===== src/rtl/regfile_mp.sv =====
// regfile_mp: parametrised multi-port register file with fixed-priority writes,
// an optional hardwired zero entry and a sequential bulk-clear engine.
//
// Parameters:
//   XLEN     data width per entry
//   DEPTH    number of entries (power of two, >= 2)
//   NR       number of combinational read ports (>= 1)
//   NW       number of synchronous write ports (>= 1)
//   ZERO_REG 1 = entry 0 reads as 0 and ignores writes
//
// Ports:
//   clk       clock, all state changes on the rising edge
//   rst_n     asynchronous active-low reset, clears storage and the clear engine
//   we        write enables, bit i belongs to write port i
//   wa        write addresses, port i at [i*AW +: AW]
//   wd        write data, port i at [i*XLEN +: XLEN]
//   ra        read addresses, port j at [j*AW +: AW]
//   rd        read data, port j at [j*XLEN +: XLEN]
//   clr_req   start a bulk clear (sampled only when idle)
//   clr_busy  high while the clear engine walks the entries
//   clr_done  one-cycle pulse after the last entry has been cleared
//
// Build option:
//   REGFILE_MP_BYPASS_EN  when defined, reads forward same-cycle write data
//                         (highest-indexed matching port) while idle.

module regfile_mp #(
  parameter int unsigned XLEN     = 32,
  parameter int unsigned DEPTH    = 32,
  parameter int unsigned NR       = 2,
  parameter int unsigned NW       = 2,
  parameter int unsigned ZERO_REG = 1
) (
  input  logic                 clk,
  input  logic                 rst_n,
  input  logic [NW-1:0]        we,
  input  logic [NW*$clog2(DEPTH)-1:0] wa,
  input  logic [NW*XLEN-1:0]   wd,
  input  logic [NR*$clog2(DEPTH)-1:0] ra,
  output logic [NR*XLEN-1:0]   rd,
  input  logic                 clr_req,
  output logic                 clr_busy,
  output logic                 clr_done
);

  localparam int unsigned AW = $clog2(DEPTH);
  localparam logic [AW-1:0] CntLast = AW'(DEPTH - 1);
  localparam bit HasZero = (ZERO_REG != 0);

  typedef enum logic [0:0] {StIdle, StClear} state_e;

  state_e            state_q, state_d;
  logic [AW-1:0]     cnt_q, cnt_d;
  logic              done_q, done_d;
  logic [XLEN-1:0]   mem_q [DEPTH];
  logic [XLEN-1:0]   mem_d [DEPTH];

  // Clear engine next-state.
  always_comb begin
    state_d = state_q;
    cnt_d   = cnt_q;
    done_d  = 1'b0;
    unique case (state_q)
      StIdle: begin
        if (clr_req) begin
          state_d = StClear;
          cnt_d   = '0;
        end
      end
      StClear: begin
        cnt_d = cnt_q + AW'(1);
        if (cnt_q == CntLast) begin
          state_d = StIdle;
          done_d  = 1'b1;
        end
      end
      default: state_d = StIdle;
    endcase
  end

  always_ff @(posedge clk or negedge rst_n) begin
    if (!rst_n) begin
      state_q <= StIdle;
      cnt_q   <= '0;
      done_q  <= 1'b0;
    end else begin
      state_q <= state_d;
      cnt_q   <= cnt_d;
      done_q  <= done_d;
    end
  end

  assign clr_busy = (state_q == StClear);
  assign clr_done = done_q;

  // Storage next-state. Ports are applied in ascending order so the highest
  // enabled port to a given address overrides lower ones. The clear engine
  // owns the array exclusively while running.
  always_comb begin
    for (int k = 0; k < int'(DEPTH); k++) begin
      mem_d[k] = mem_q[k];
    end
    if (state_q == StClear) begin
      mem_d[cnt_q] = '0;
    end else begin
      for (int i = 0; i < int'(NW); i++) begin
        if (we[i] && !(HasZero && (wa[i*AW +: AW] == '0))) begin
          mem_d[wa[i*AW +: AW]] = wd[i*XLEN +: XLEN];
        end
      end
    end
  end

  always_ff @(posedge clk or negedge rst_n) begin
    if (!rst_n) begin
      for (int k = 0; k < int'(DEPTH); k++) begin
        mem_q[k] <= '0;
      end
    end else begin
      for (int k = 0; k < int'(DEPTH); k++) begin
        mem_q[k] <= mem_d[k];
      end
    end
  end

  // Read ports.
  for (genvar j = 0; j < int'(NR); j++) begin : g_rd
    logic [AW-1:0]   raddr;
    logic [XLEN-1:0] rval;

    assign raddr = ra[j*AW +: AW];

    always_comb begin
      rval = mem_q[raddr];
`ifdef REGFILE_MP_BYPASS_EN
      // Forward in-flight write data; later ports take precedence.
      if (state_q == StIdle) begin
        for (int i = 0; i < int'(NW); i++) begin
          if (we[i] && (wa[i*AW +: AW] == raddr)) begin
            rval = wd[i*XLEN +: XLEN];
          end
        end
      end
`endif
      if (HasZero && (raddr == '0)) begin
        rval = '0;
      end
    end

    assign rd[j*XLEN +: XLEN] = rval;
  end

endmodule

===== config.mk =====
export PLATFORM = sky130hd
export DESIGN_NAME = regfile_mp
export DESIGN_NICKNAME = d
export VERILOG_FILES = /design/src/rtl/regfile_mp.sv
export SDC_FILE = /design/constraint.sdc
export NUM_CORES = 2
export LEC_CHECK = 0
export CAP_MARGIN = 5
export CORE_MARGIN = 1.5
export CORE_UTILIZATION = 30
export DETAILED_ROUTE_END_ITERATION = 8
export GPL_TIMING_DRIVEN = 0
export SLEW_MARGIN = 20
export SYNTH_ARGS = -nofsm -noshare
export SYNTH_HDL_FRONTEND = slang
export SYNTH_SLANG_ARGS = --single-unit

===== constraint.sdc =====
create_clock -name clk -period 7.9 [get_ports clk]
set_clock_uncertainty 0.15 [all_clocks]
set_input_delay 1.975 -clock clk [delete_from_list [all_inputs] [get_ports clk]]
set_output_delay 1.975 -clock clk [all_outputs]
set_load 0.02 [all_outputs]

==> flow_summary_export.csv <==
group,metric,value,unit
run_status,status,"finished with violations",
run_status,violations,"setup timing",
clock_network,clk_pin_slew,0.06,ns
detailed_routing,ant_nets,0,
clock_network,clkLatencyLatePin,0.87,ns
global_route,grt_max_degree,131,
synthesis,ys_seq_area_share,34.1,%
min_path,min_from,"mem_q[995]",
synthesis,synthXorXnorAreaFrac,0,%
synthesis,synth-seq-cells,1031,
synthesis,synth-main-ff-cell,"dfrtp_1",
cells_and_area,drive_gt1_share,15.4,%
cells_and_area,nFillCells,25673,
setup_path,max_stage_delay,0.78,ns
synthesis,synth_top_family_by_area,"compound AO/OA/AOI/OAI gates",
min_path,hold_depth,1,
synthesis,synth_area_per_cell,8.93,µm²
placed_design,dp_slack,-1.36,ns
setup_path,worst-path-buf-inv,7,
timing,setup_viol,59,
clock_network,cts_setup_buffers,0,
setup_path,crit_top_cell,"clkbuf_2",
die,io_pins,155,
detailed_routing,route.detailed.drc,0,
detailed_routing,wl_per_cell,50.0,µm
setup_path,r2r_slack,3.31,ns
synthesis,synth_top_area_share,34.1,%
setup_path,slowest_stage,"a311oi_2",
synthesis,syn-num-nets,8569,
die,fp.dieW,505,µm
setup_path,r2r_start,"clr_busy",
timing,setup_ws,-0.356,ns
setup_path,endpoint_kind,"output port",
clock_network,cts_tree,"done",
setup_path,crit_fanout,11,
placed_design,io_buffers,142,
setup_path,reg2regPathDepth,7,
setup_path,crit_required,5.78,ns
die,rows,184,
clock_network,cts_hold_buf,0,
timing,hold_viol_final,0,
clock_network,clock-root-buffer,"clkbuf_16",
cells_and_area,area.sequential,25800,µm²
global_route,antenna_found_initial,129,
setup_path,path_cells,"buf_2 -> inv_1 -> buf_4 -> clkbuf_2 -> buf_16 -> clkbuf_2 -> o21ai_0 -> a311oi_2 -> clkdlybuf4s50_1",
synthesis,synth_edf_count,0,
setup_path,rr_endpoint,"mem_q[694]",
global_route,grt.total_usage,47.0,%
synthesis,synth_compound_area_share,24.2,%
synthesis,synth-simple-area-share,19.5,%
placed_design,dp_hpwl,462,mm
clock_network,cts.path.max_buffers,3,
setup_path,start_kind,"input pin",
detailed_routing,routed_wl,620,mm
synthesis,async_flop_share,100,%
setup_path,path_delay_family,"buffers and inverters",
power_and_ir_drop,ir_drop,250,µV
cells_and_area,multi_input_area,46700,µm²
detailed_routing,routed_via_density,7.15,
die,die_area,255000,µm²
synthesis,synth_area_leaders,"dfrtp_1, mux4_2, a211oi_1",
setup_path,startpoint,"ra[0]",
timing,min_period_over_period,105,%
clock_network,cts.sinks,1031,
global_route,grt_overflow,0,
die,core-area,251000,µm²
detailed_routing,firstDrtPassIters,6,
timing,worstMarginPinSlew,1.39,ns
global_route,grt_pass1_vias,80445,
synthesis,synth.distinct_cells,52,
timing,max_freq,121,MHz
cells_and_area,final_nets,8924,
synthesis,synthAdderAreaFrac,0.0827,%
power_and_ir_drop,finalPower,28800,µW
die,die_y,505,µm
cells_and_area,area_delta_synth_final,18.2,%
detailed_routing,drtIter0Drc,15160,
timing,max_slew_margin,7.05,%
global_route,grt_pass1_wl,800,mm
flow_run,cap_violations,0,
min_path,holdCritPathClass,"flop to flop",
die,start_util,30.2,%
power_and_ir_drop,power.density,322,nW/µm²
clock_network,ctsHtreeMaxLevel,4,
min_path,hold_end,"mem_q[995]",
clock_network,numCtsBuffers,142,
placed_design,gp_congestion,1.11,
setup_path,crit_type,"input pin to output port",
timing,fin_crit,8.26,ns
timing,slew_violations,0,
detailed_routing,vias,88761,
setup_path,cp.arrival,6.13,ns
synthesis,synth_cells,8475,
power_and_ir_drop,p_leak,0.0379,µW
synthesis,yosys_warnings,0,
synthesis,synthMuxAreaShare,16.0,%
synthesis,syn-cell-area,75700,µm²
synthesis,synth_top_cell_by_area,"dfrtp_1",
==> repair_timing <==
action | CTS | global route
resized for setup | 212 | 31
pin swaps | 7 | 2
endpoints found under the setup margin | 64 | 32
==> cell usage after synthesis (all sizes together) (2+ instances only) <==
master,n
a22oi,64
clkbuf,990
nor2b,76
inv,12
a22o,5
and2,39
dfrtp,1031
or3,4
and4b,3
nand2b,5
or2,34
a221oi,47
nand2,1026
o21ai,151
and3,957
nor2,997
nand3,4
o41ai,2
o2111ai,17
a211oi,1020
buf,165
a21oi,44
o31ai,993
ha,5
a41oi,4
or4,2
mux4,448
and4bb,3
nand4b,3
nand4bb,3
mux2,64
a311oi,64
a32o,4
a21o,12
a31oi,16
o2bb2ai,26
mux2i,129
==> where the power goes <==
group	total (µW)	switching, µW	internal (µW)
Clock	6860	3070	3790
Combinational	11400	7180	4240
Sequential	10500	3230	7240
==> per-stage QoR <==
step / hold WS, ns / instances / area [µm²] / TNS [ns] / util [%]
2_1_floorplan: 0.312 / 8475 / 75700 / 0 / -
3_3_place_gp: 0.334 / 11965 / 81300 / - / 32.4
3_5_place_dp: 0.341 / 12036 / 83100 / -62.05 / 33.1
4_1_cts: 0.357 / 12285 / 88900 / 0 / 35.4
5_1_grt: 0.374 / 12308 / 89200 / -0.000364 / 35.5
6_report: 0.365 / 12414 / 89400 / -10.63 / 35.6
==> state kept, by name, indices dropped and copies added, names as in the netlist <==
| name | flops |
|---|---|
| mem_q | 1024 |
| clr_done | 1 |
| clr_busy | 1 |
| cnt_q | 5 |
==> layout by cell type, fill, tap and decap left out, types with 20 or more instances in the layout <==
master and instances:
o2bb2ai_1 26, buf_4 33, buf_16 30, and2_1 38
mux2i_1 129, dfrtp_1 1031, a22oi_1 49, clkinv_2 21
buf_2 115, a211oi_1 986, mux4_2 448, clkbuf_16 143
clkbuf_8 39, a221oi_1 26, mux2_2 64, nor2b_1 70
a211oi_2 33, buf_6 21, clkbuf_1 816, buf_1 20
nand2_1 1026, a21oi_1 39, or2_2 33, a311oi_4 43
o21ai_0 119, and3_1 957, nor2_1 988, o21ai_1 27
clkbuf_2 193, o31ai_1 979, diode_2 128, a221oi_2 20
clkdlybuf4s50_1 139
==> worst max-delay path by stage <==
stage                       to  slack (ns)  cells past startpoint
floorplan               rd[37]        2.00                      7
global placement    mem_q[722]      -50.51                      1
detailed placement      rd[42]       -1.36                      8
CTS                      rd[3]       0.004                      7
global route            rd[46]     -0.0004                      8
finish                   rd[8]       -0.36                      9
==> final cells by class <==
class,count,area share (%)
Antenna cell,128,0.358
Buffer,1152,5.46
Inverter,13,0.0546
Multi-Input combinational cell,6276,52.2
Clock inverter,41,0.525
Timing Repair Buffer,214,3.11
Tap cell,3348,4.68
Sequential cell,1031,28.8
Clock buffer,211,4.72
==> cells by family after synthesis <==
group | Yosys count
flops | 1031
buf+inv | 1168
fa+ha+maj | 5
compound gates | 2470
mux | 641
simple gates | 3160
==> per-layer routing <==
layer	track usage (%)	vias to the layer above	part of all wire, %
met4	46.8	30	12
met3	21.4	2630	14
met1	53.6	44611	35
met5	0.450	-	0.051
met2	63.5	8505	40
li1	-	32985	-
No activity file was read; power rests on OpenSTA's default activity.
